<file path="config.mk">
export PLATFORM = sky130hd
export DESIGN_NAME = apb_reg_slave
export DESIGN_NICKNAME = d
export VERILOG_FILES = /design/src/rtl/apb_reg_slave.sv
export SDC_FILE = /design/constraint.sdc
export NUM_CORES = 1
export LEC_CHECK = 0
export BUFFER_PORTS_ARGS = -buffer_cell sky130_fd_sc_hd__buf_2
export CORE_UTILIZATION = 62
export DETAILED_ROUTE_END_ITERATION = 8
export GPL_ROUTABILITY_DRIVEN = 0
export PLACE_DENSITY = 0.8
export SLEW_MARGIN = 5
export SYNTH_ARGS = -nofsm -noshare
export SYNTH_HDL_FRONTEND = slang
export SYNTH_SLANG_ARGS = --single-unit
</file>
<file path="constraint.sdc">
create_clock -name pclk -period 2.59 [get_ports pclk]
set_input_delay 0.777 -clock pclk [delete_from_list [all_inputs] [get_ports pclk]]
set_output_delay 0.777 -clock pclk [all_outputs]
set_load 0.01 [all_outputs]
</file>
<file path="src/rtl/apb_reg_slave.sv">
// rtl/apb_reg_slave.sv - APB completer with NUM_REGS 32-bit registers, read-only ID at index 0,
// configurable wait states and registered ready/error/read-data outputs.
module apb_reg_slave #(
  parameter int          NUM_REGS    = 16,
  parameter int          WAIT_CYCLES = 1,
  parameter logic [31:0] ID_VALUE    = 32'hA9B0_0001
) (
  input  logic        pclk,
  input  logic        presetn,
  input  logic [31:0] paddr,
  input  logic        pwrite,
  input  logic        psel,
  input  logic        penable,
  input  logic [31:0] pwdata,
  input  logic        pclken,
  output logic [31:0] prdata,
  output logic        pready,
  output logic        pslverr
);

  localparam int IW = (NUM_REGS > 1) ? $clog2(NUM_REGS) : 1;

  typedef enum logic [1:0] {S_IDLE, S_WAIT, S_READY} state_t;

  state_t        state, state_nxt;
  logic [3:0]    cnt, cnt_nxt;
  logic [IW-1:0] idx_q;
  logic          wr_q, err_q;
  logic [31:0]   regs [NUM_REGS];

  logic          setup, complete;
  logic [IW-1:0] live_idx, cur_idx;
  logic          live_err, cur_err, cur_wr;
  logic [31:0]   prdata_nxt;
  logic          pready_nxt, pslverr_nxt;

  assign setup    = psel && !penable;
  assign complete = (state == S_READY) && psel && penable;
  assign live_idx = paddr[IW+1:2];
  assign live_err = (paddr[1:0] != 2'b00) ||
                    (paddr[31:2] >= 30'(NUM_REGS)) ||
                    (pwrite && (paddr[31:2] == 30'd0));

  // In IDLE the response is built from the live bus so zero-wait transfers work.
  assign cur_idx = (state == S_IDLE) ? live_idx : idx_q;
  assign cur_err = (state == S_IDLE) ? live_err : err_q;
  assign cur_wr  = (state == S_IDLE) ? pwrite   : wr_q;

  always_ff @(posedge pclk or negedge presetn) begin
    if (!presetn) begin
      state <= S_IDLE;
    end else if (pclken) begin
      state <= state_nxt;
    end
  end

  always_comb begin
    state_nxt = state;
    cnt_nxt   = cnt;
    case (state)
      S_IDLE: begin
        if (setup) begin
          if (WAIT_CYCLES == 0) begin
            state_nxt = S_READY;
          end else begin
            state_nxt = S_WAIT;
            cnt_nxt   = 4'(WAIT_CYCLES);
          end
        end
      end
      S_WAIT: begin
        if (!psel) begin
          state_nxt = S_IDLE;
          cnt_nxt   = 4'd0;
        end else if (cnt <= 4'd1) begin
          state_nxt = S_READY;
          cnt_nxt   = 4'd0;
        end else begin
          cnt_nxt = cnt - 4'd1;
        end
      end
      S_READY: begin
        if (!psel || penable) begin
          state_nxt = S_IDLE;
        end
      end
      default: begin
        state_nxt = S_IDLE;
        cnt_nxt   = 4'd0;
      end
    endcase
  end

  always_comb begin
    pready_nxt  = 1'b0;
    pslverr_nxt = 1'b0;
    prdata_nxt  = 32'd0;
    if (state_nxt == S_READY) begin
      pready_nxt  = 1'b1;
      pslverr_nxt = cur_err;
      if (state == S_READY) begin
        prdata_nxt = prdata;
      end else if (!cur_err && !cur_wr) begin
        prdata_nxt = (cur_idx == '0) ? ID_VALUE : regs[cur_idx];
      end
    end
  end

  always_ff @(posedge pclk or negedge presetn) begin
    if (!presetn) begin
      cnt     <= 4'd0;
      idx_q   <= '0;
      wr_q    <= 1'b0;
      err_q   <= 1'b0;
      prdata  <= 32'd0;
      pready  <= 1'b0;
      pslverr <= 1'b0;
    end else if (pclken) begin
      cnt     <= cnt_nxt;
      prdata  <= prdata_nxt;
      pready  <= pready_nxt;
      pslverr <= pslverr_nxt;
      if (state == S_IDLE && setup) begin
        idx_q <= live_idx;
        wr_q  <= pwrite;
        err_q <= live_err;
      end
    end
  end

  always_ff @(posedge pclk or negedge presetn) begin
    if (!presetn) begin
      for (int i = 0; i < NUM_REGS; i++) regs[i] <= 32'd0;
    end else if (pclken && complete && wr_q && !err_q) begin
      regs[idx_q] <= pwdata;
    end
  end

endmodule
</file>
Word-level counts from Yosys, hierarchy flattened
Cells that the tools add are included.

Add/sub/neg operators: 1. Multiply operators: 0. Div/mod/pow operators: 0. Order comparisons: 5. Equal/unequal tests: 5. Shift-type cells: 0. Muxes and demuxes: 24. Bitwise operators: 3. Reductions and logical operators: 25.

Operators by type and width (count): 512-bit bitwise mux (1); 32-bit 2-to-1 mux (7); 32-bit binary-select mux with 4-bit select (1); 32-bit demux with 4-bit select (1); 30-bit by 5-bit >= comparator with 1-bit output, second input constant (1); 30-bit zero test (1); 4-bit 2-to-1 mux (4); 4-bit one-hot mux with 3 select lines (1); 5-bit >= comparator, second input constant (2); 1-bit logical AND (10); 4-bit inverter with 5-bit output (2); 2-bit 2-to-1 mux (4); 2-bit one-hot mux with 3 select lines (1); 1-bit zero test (5); 5-bit by 1-bit less-than comparator with 1-bit output, second input constant (1); 2-bit == test, second input constant (2); 4-bit by 1-bit <= comparator with 1-bit output, second input constant (1); 4-bit zero test (1); 1-bit 2-to-1 mux (4); 2-bit != test, second input constant (2); 2-bit AND reduction (2); 4-bit by 1-bit subtractor with 4-bit output, second input constant (1); 1-bit logical OR (3); 3-bit AND reduction (1); other kinds (4) (4).

Register bits after elaboration: 558. Latch bits: 0. RAM bits: 0. Bits in read-only memories: 0. Bits of input ports: 70. Output and inout port bits: 34. Logic and storage cells: 87. Memories: 0.

Logic depth before layout (Yosys ltp)
Depth in word-level cells: 10. Mapped depth: 10.

Least setup slack after synthesis
No wires, ideal clock.

Path kind: input port to flip-flop. Start: input port paddr[2]. End: register prdata[20]. Library setup time: 0.143 ns. Data arrival time: 2.284 ns. Data required time: 2.447 ns. Path slack: 0.162 ns. Cell stages on the path: 10. Buffers on the path: 4. Cells stage by stage: clkbuf_2 > or3b_1 > and2_1 > buf_2 > buf_2 > buf_2 > nand2_1 > a21oi_1 > nor4_1 > a211oi_1.

Longest elaborated chain between the ends: 9. Elaborated cells between the ends (all ways): 18.

RTL lines: start: declaration (RTL line 10) `input logic [31:0] paddr,`; 30-bit by 5-bit >= comparator with 1-bit output (tied with other cells) (RTL line 41) `(paddr[31:2] >= 30'(NUM_REGS)) ||`; 1-bit logical OR (tied with other cells) (RTL line 40) `assign live_err = (paddr[1:0] != 2'b00) ||`; 1-bit logical OR / 32-bit binary-select mux with 4-bit select (equally long branches) (RTL line 41, 104); 1-bit 2-to-1 mux / 32-bit 2-to-1 mux (equally long branches) (RTL line 46, 104); 1-bit zero test / 32-bit 2-to-1 mux (equally long branches) (RTL line 103, 104); 1-bit logical AND / 32-bit 2-to-1 mux (equally long branches) (RTL line 103, 104); 32-bit 2-to-1 mux (*) (RTL line 103) `end else if (!cur_err && !cur_wr) begin`; 32-bit 2-to-1 mux (*) (RTL line 101) `if (state == S_READY) begin`; 32-bit 2-to-1 mux (*) (RTL line 98) `if (state_nxt == S_READY) begin`; end signal: assignment (RTL line 120) `prdata <= prdata_nxt;`; end: declaration (RTL line 16) `output logic [31:0] prdata,`.

Mark *: on every way between the ends. The rest lies on a longest branch, timed or not. The select of a mux whose other input is x is not followed. A chain may end at the register's enable or synchronous reset.

Worst setup path in the final report
Start: register state[1]. End: register regs[237] (netlist bit).

Longest elaborated chain between the ends: 6.

RTL lines: start: declaration (RTL line 25) `state_t state, state_nxt;`; start signal: assignment (RTL line 53) `state <= state_nxt;`; 2-bit == test (RTL line 38) `assign complete = (state == S_READY) && psel && penable;`; 1-bit logical AND (2 in a row) (RTL line 38); 1-bit logical AND (3 in a row) (RTL line 134) `end else if (pclken && complete && wr_q && !err_q) begin`; end signal: indexed assignment (RTL line 135) `regs[idx_q] <= pwdata;`; end: declaration (RTL line 29) `logic [31:0] regs [NUM_REGS];`.

No other way between the ends.

==> impl_metrics.py <==
metrics = {
    "grt": {
        "grt.overflow.total": 0,
        "grt_pass1_wl_um": 106000,
        "grtUsageTotal_pct": 33.3,
        "grt_pass1_vias": 18900,
        "antenna_found_initial": 1,
        "grt_max_degree": 69,
    },
    "drt": {
        "ant_nets": 0,
        "routed_wl_um": 67500,
        "wl_met3_um": 4630,
        "top_layer_used": "met5",
        "drtPass1Iterations": 6,
        "route.met2.wl_um": 32800,
        "routed_via_density": 6.44,
        "wl_per_cell_um": 24.0,
        "drc_errors": 0,
        "wl_met1_um": 27700,
        "vias": 18100,
        "drt_iter0_markers": 1569,
    },
    "layout": {
        "postLayoutCoreUtil_pct": 73.9,
        "drive_gt1_share_pct": 37.0,
        "final_common_cell": "dfrtp_1",
        "multiInputGateArea_sq_um": 10700,
        "area_growth_pct": 17.3,
        "fin_nets": 2316,
        "n_fill_cell": 2516,
        "final_cell_mix": "dfrtp_1 (549), mux2_2 (470), nand2_1 (281)",
        "seqCellArea_sq_um": 13800,
    },
    "critical_path": {
        "cpPeakStageDelay_ps": 660,
        "rr_endpoint": "regs[237]",
        "r2r-start": "state[1]",
        "cp-start-kind": "register",
        "rrSetupSlack_ps": 110,
        "critPathMaxFanout": 19,
        "cp.arrival_ps": 2960,
        "cp-end-kind": "register",
        "reg2reg_depth": 6,
        "slowest_stage": "or4_2",
        "critPathKind": "reg2reg",
        "cp.required_ps": 3080,
        "crit_chain": "inv_2 -> nor4_4 -> nand2_1 -> or4_2 -> buf_12 -> mux2_1",
    },
    "floorplan": {
        "ios": 104,
        "core_sq_um": 39800,
        "die-width_um": 203,
        "fp.dieArea_sq_um": 41300,
        "rows": 73,
        "start_util_pct": 63.0,
        "chipHeight_um": 203,
    },
    "power_and_ir_drop": {
        "vdd_drop_max_mv": 0.550,
        "total_power_mw": 21.9,
        "powerDensity_nw_per_um2": 746,
        "p_sw_mw": 6.58,
        "combPwrFrac_pct": 21.8,
        "p_seq_share_pct": 40.8,
        "clockPowerShare_pct": 37.4,
        "leakage_nw": 14.4,
        "internal_power_mw": 15.4,
        "swShare_pct": 30.0,
    },
    "run_status": {
        "status": "completed",
    },
    "timing": {
        "min_period_ps": 2480,
        "hold_viol_final": 0,
        "maxSlewViolCount": 0,
        "max_freq_mhz": 404,
        "period_share_pct": 95.6,
        "maxSlewHeadroom_pct": 61.7,
        "setup_violations": 0,
        "final.setup.tns_ps": 0,
        "fin_worst_skew_ps": 18.7,
        "whs_ps": 100,
        "worstMarginPinSlew_ps": 560,
        "rsz0062_at_grt": "no",
    },
    "clock_tree": {
        "clock_tree.buffer_depth": 3,
        "numCtsBuffers": 55,
        "cts_max_level": 2,
        "worstSkewPairLatency_ps": 620,
        "hold_buffers": 0,
        "clock-sinks": 550,
        "cts_tree": "built",
        "cts-resized-gates": 0,
        "postCtsSetupBuffers": 0,
        "path_clk_slew_ps": 60,
        "cts_root_buffer": "clkbuf_16",
    },
    "synth": {
        "synth-main-ff-cell": "dfrtp_1",
        "yosys_register_bits": 550,
        "synthDominantCellAreaShare_pct": 54.8,
        "synth_nets": 2185,
        "syn_area_sq_um": 25100,
        "synth_cell_types": 53,
        "synthCells": 2113,
        "syn_avg_cell_area_sq_um": 11.9,
        "synth.area.top_cells": "dfrtp_1 (55%), mux2_2 (21%), nand2_1 (4.3%)",
        "synthArstFlopShare_pct": 100,
        "yosys.area.top_type": "dfrtp_1",
        "ys_warn_count": 0,
        "synth_edf_count": 0,
        "seq_area_frac_synth_pct": 54.8,
    },
    "worst_hold_path": {
        "hold_class": "in2async",
    },
    "run": {
        "maxCapViolCount": 0,
    },
    "placed_design": {
        "dp_hpwl_um": 41200,
        "port_buffers": 103,
    },
}
area by class of cell:
class                           count  area share (%)
Multi-Input combinational cell   1385            36.4
Sequential cell                   550            46.8
Clock inverter                     22           0.782
Inverter                            6          0.0765
Antenna cell                        2          0.0170
Timing Repair Buffer              246            8.11
Clock buffer                       79            5.59
Tap cell                          525            2.23
through the flow:
step | worst slack (ps) | cell area, sq um | std cells
finish | 115 | 29400 | 2815
global placement | -121 | 27500 | 2712
floorplan | 162 | 25100 | 2113
global route | 36.3 | 29400 | 2813
detailed placement | -181 | 27500 | 2712
CTS | 1.03 | 29400 | 2813
registers in the layout (all words and copies together), names as in the netlist:
signal and cells:
err_q 1, state 2, regs 504, cnt 4, idx_q 4, pslverr 1
prdata 32, pready 1, wr_q 1
per-layer routing:
layer | vias up | global-route usage, %
li1 | 7771 | -
met5 | - | 0
met3 | 199 | 5.86
met1 | 9330 | 44.1
met2 | 831 | 54.5
met4 | 2 | 13.7
worst max-delay path, delay by kind of cell (launching register included):
family                 cells  cell delay, ps
flip-flops                 1             490
multiplexers               1             330
AND/OR/NAND/NOR            3            1170
buffers and inverters      2             350
power groups by stage:
stage | sequential [mW] | clock (mW) | combinational, mW
after floorplan | 9.03 | 0 | 2.44
after global placement | 9.09 | 0 | 4.56
after detailed placement | 9.11 | 0 | 4.66
after CTS | 8.95 | 8.30 | 4.71
after global routing | 8.98 | 8.62 | 5.05
final | 8.96 | 8.21 | 4.77
synth_stat cells (3+ instances only):
library cell and count:
a21oi_1 104, mux2_1 39, clkbuf_1 83, o21ai_1 3, mux2i_1 83, nand3b_1 3, mux2_2 470, nand4b_1 3
a2111oi_0 8, a31oi_1 23, o22ai_1 27, nand3_1 15, nor3_1 3, buf_1 27, dfrtp_1 550, a211oi_1 9
nor2b_1 3, nor3b_2 3, nand2_1 287, buf_4 3, o21ai_0 66, nor4_1 39, inv_1 4, buf_2 58
o31ai_1 27, nor2_1 103, a32oi_1 24, o211ai_1 8, and2_1 4
worst max-delay path by stage:
stage,from,depth (start not counted),to
after floorplan,paddr[2],10,prdata[20]
after global placement,psel,7,regs[241]
after detailed placement,psel,7,regs[237]
after CTS,state[1],6,regs[237]
after global routing,state[0],7,prdata[0]
final,state[1],6,regs[237]
cells by family after synthesis:
group / Yosys count / share of synthesized area (%)
adders and majority gates: 2 / 0.0997
AOI/OAI and AO/OA: 308 / 7.46
buffers and inverters: 178 / 3.00
muxes: 594 / 26.3
DFF: 550 / 54.8
and+or+nand+nor: 481 / 8.26
(Power assumes the default switching activity.)
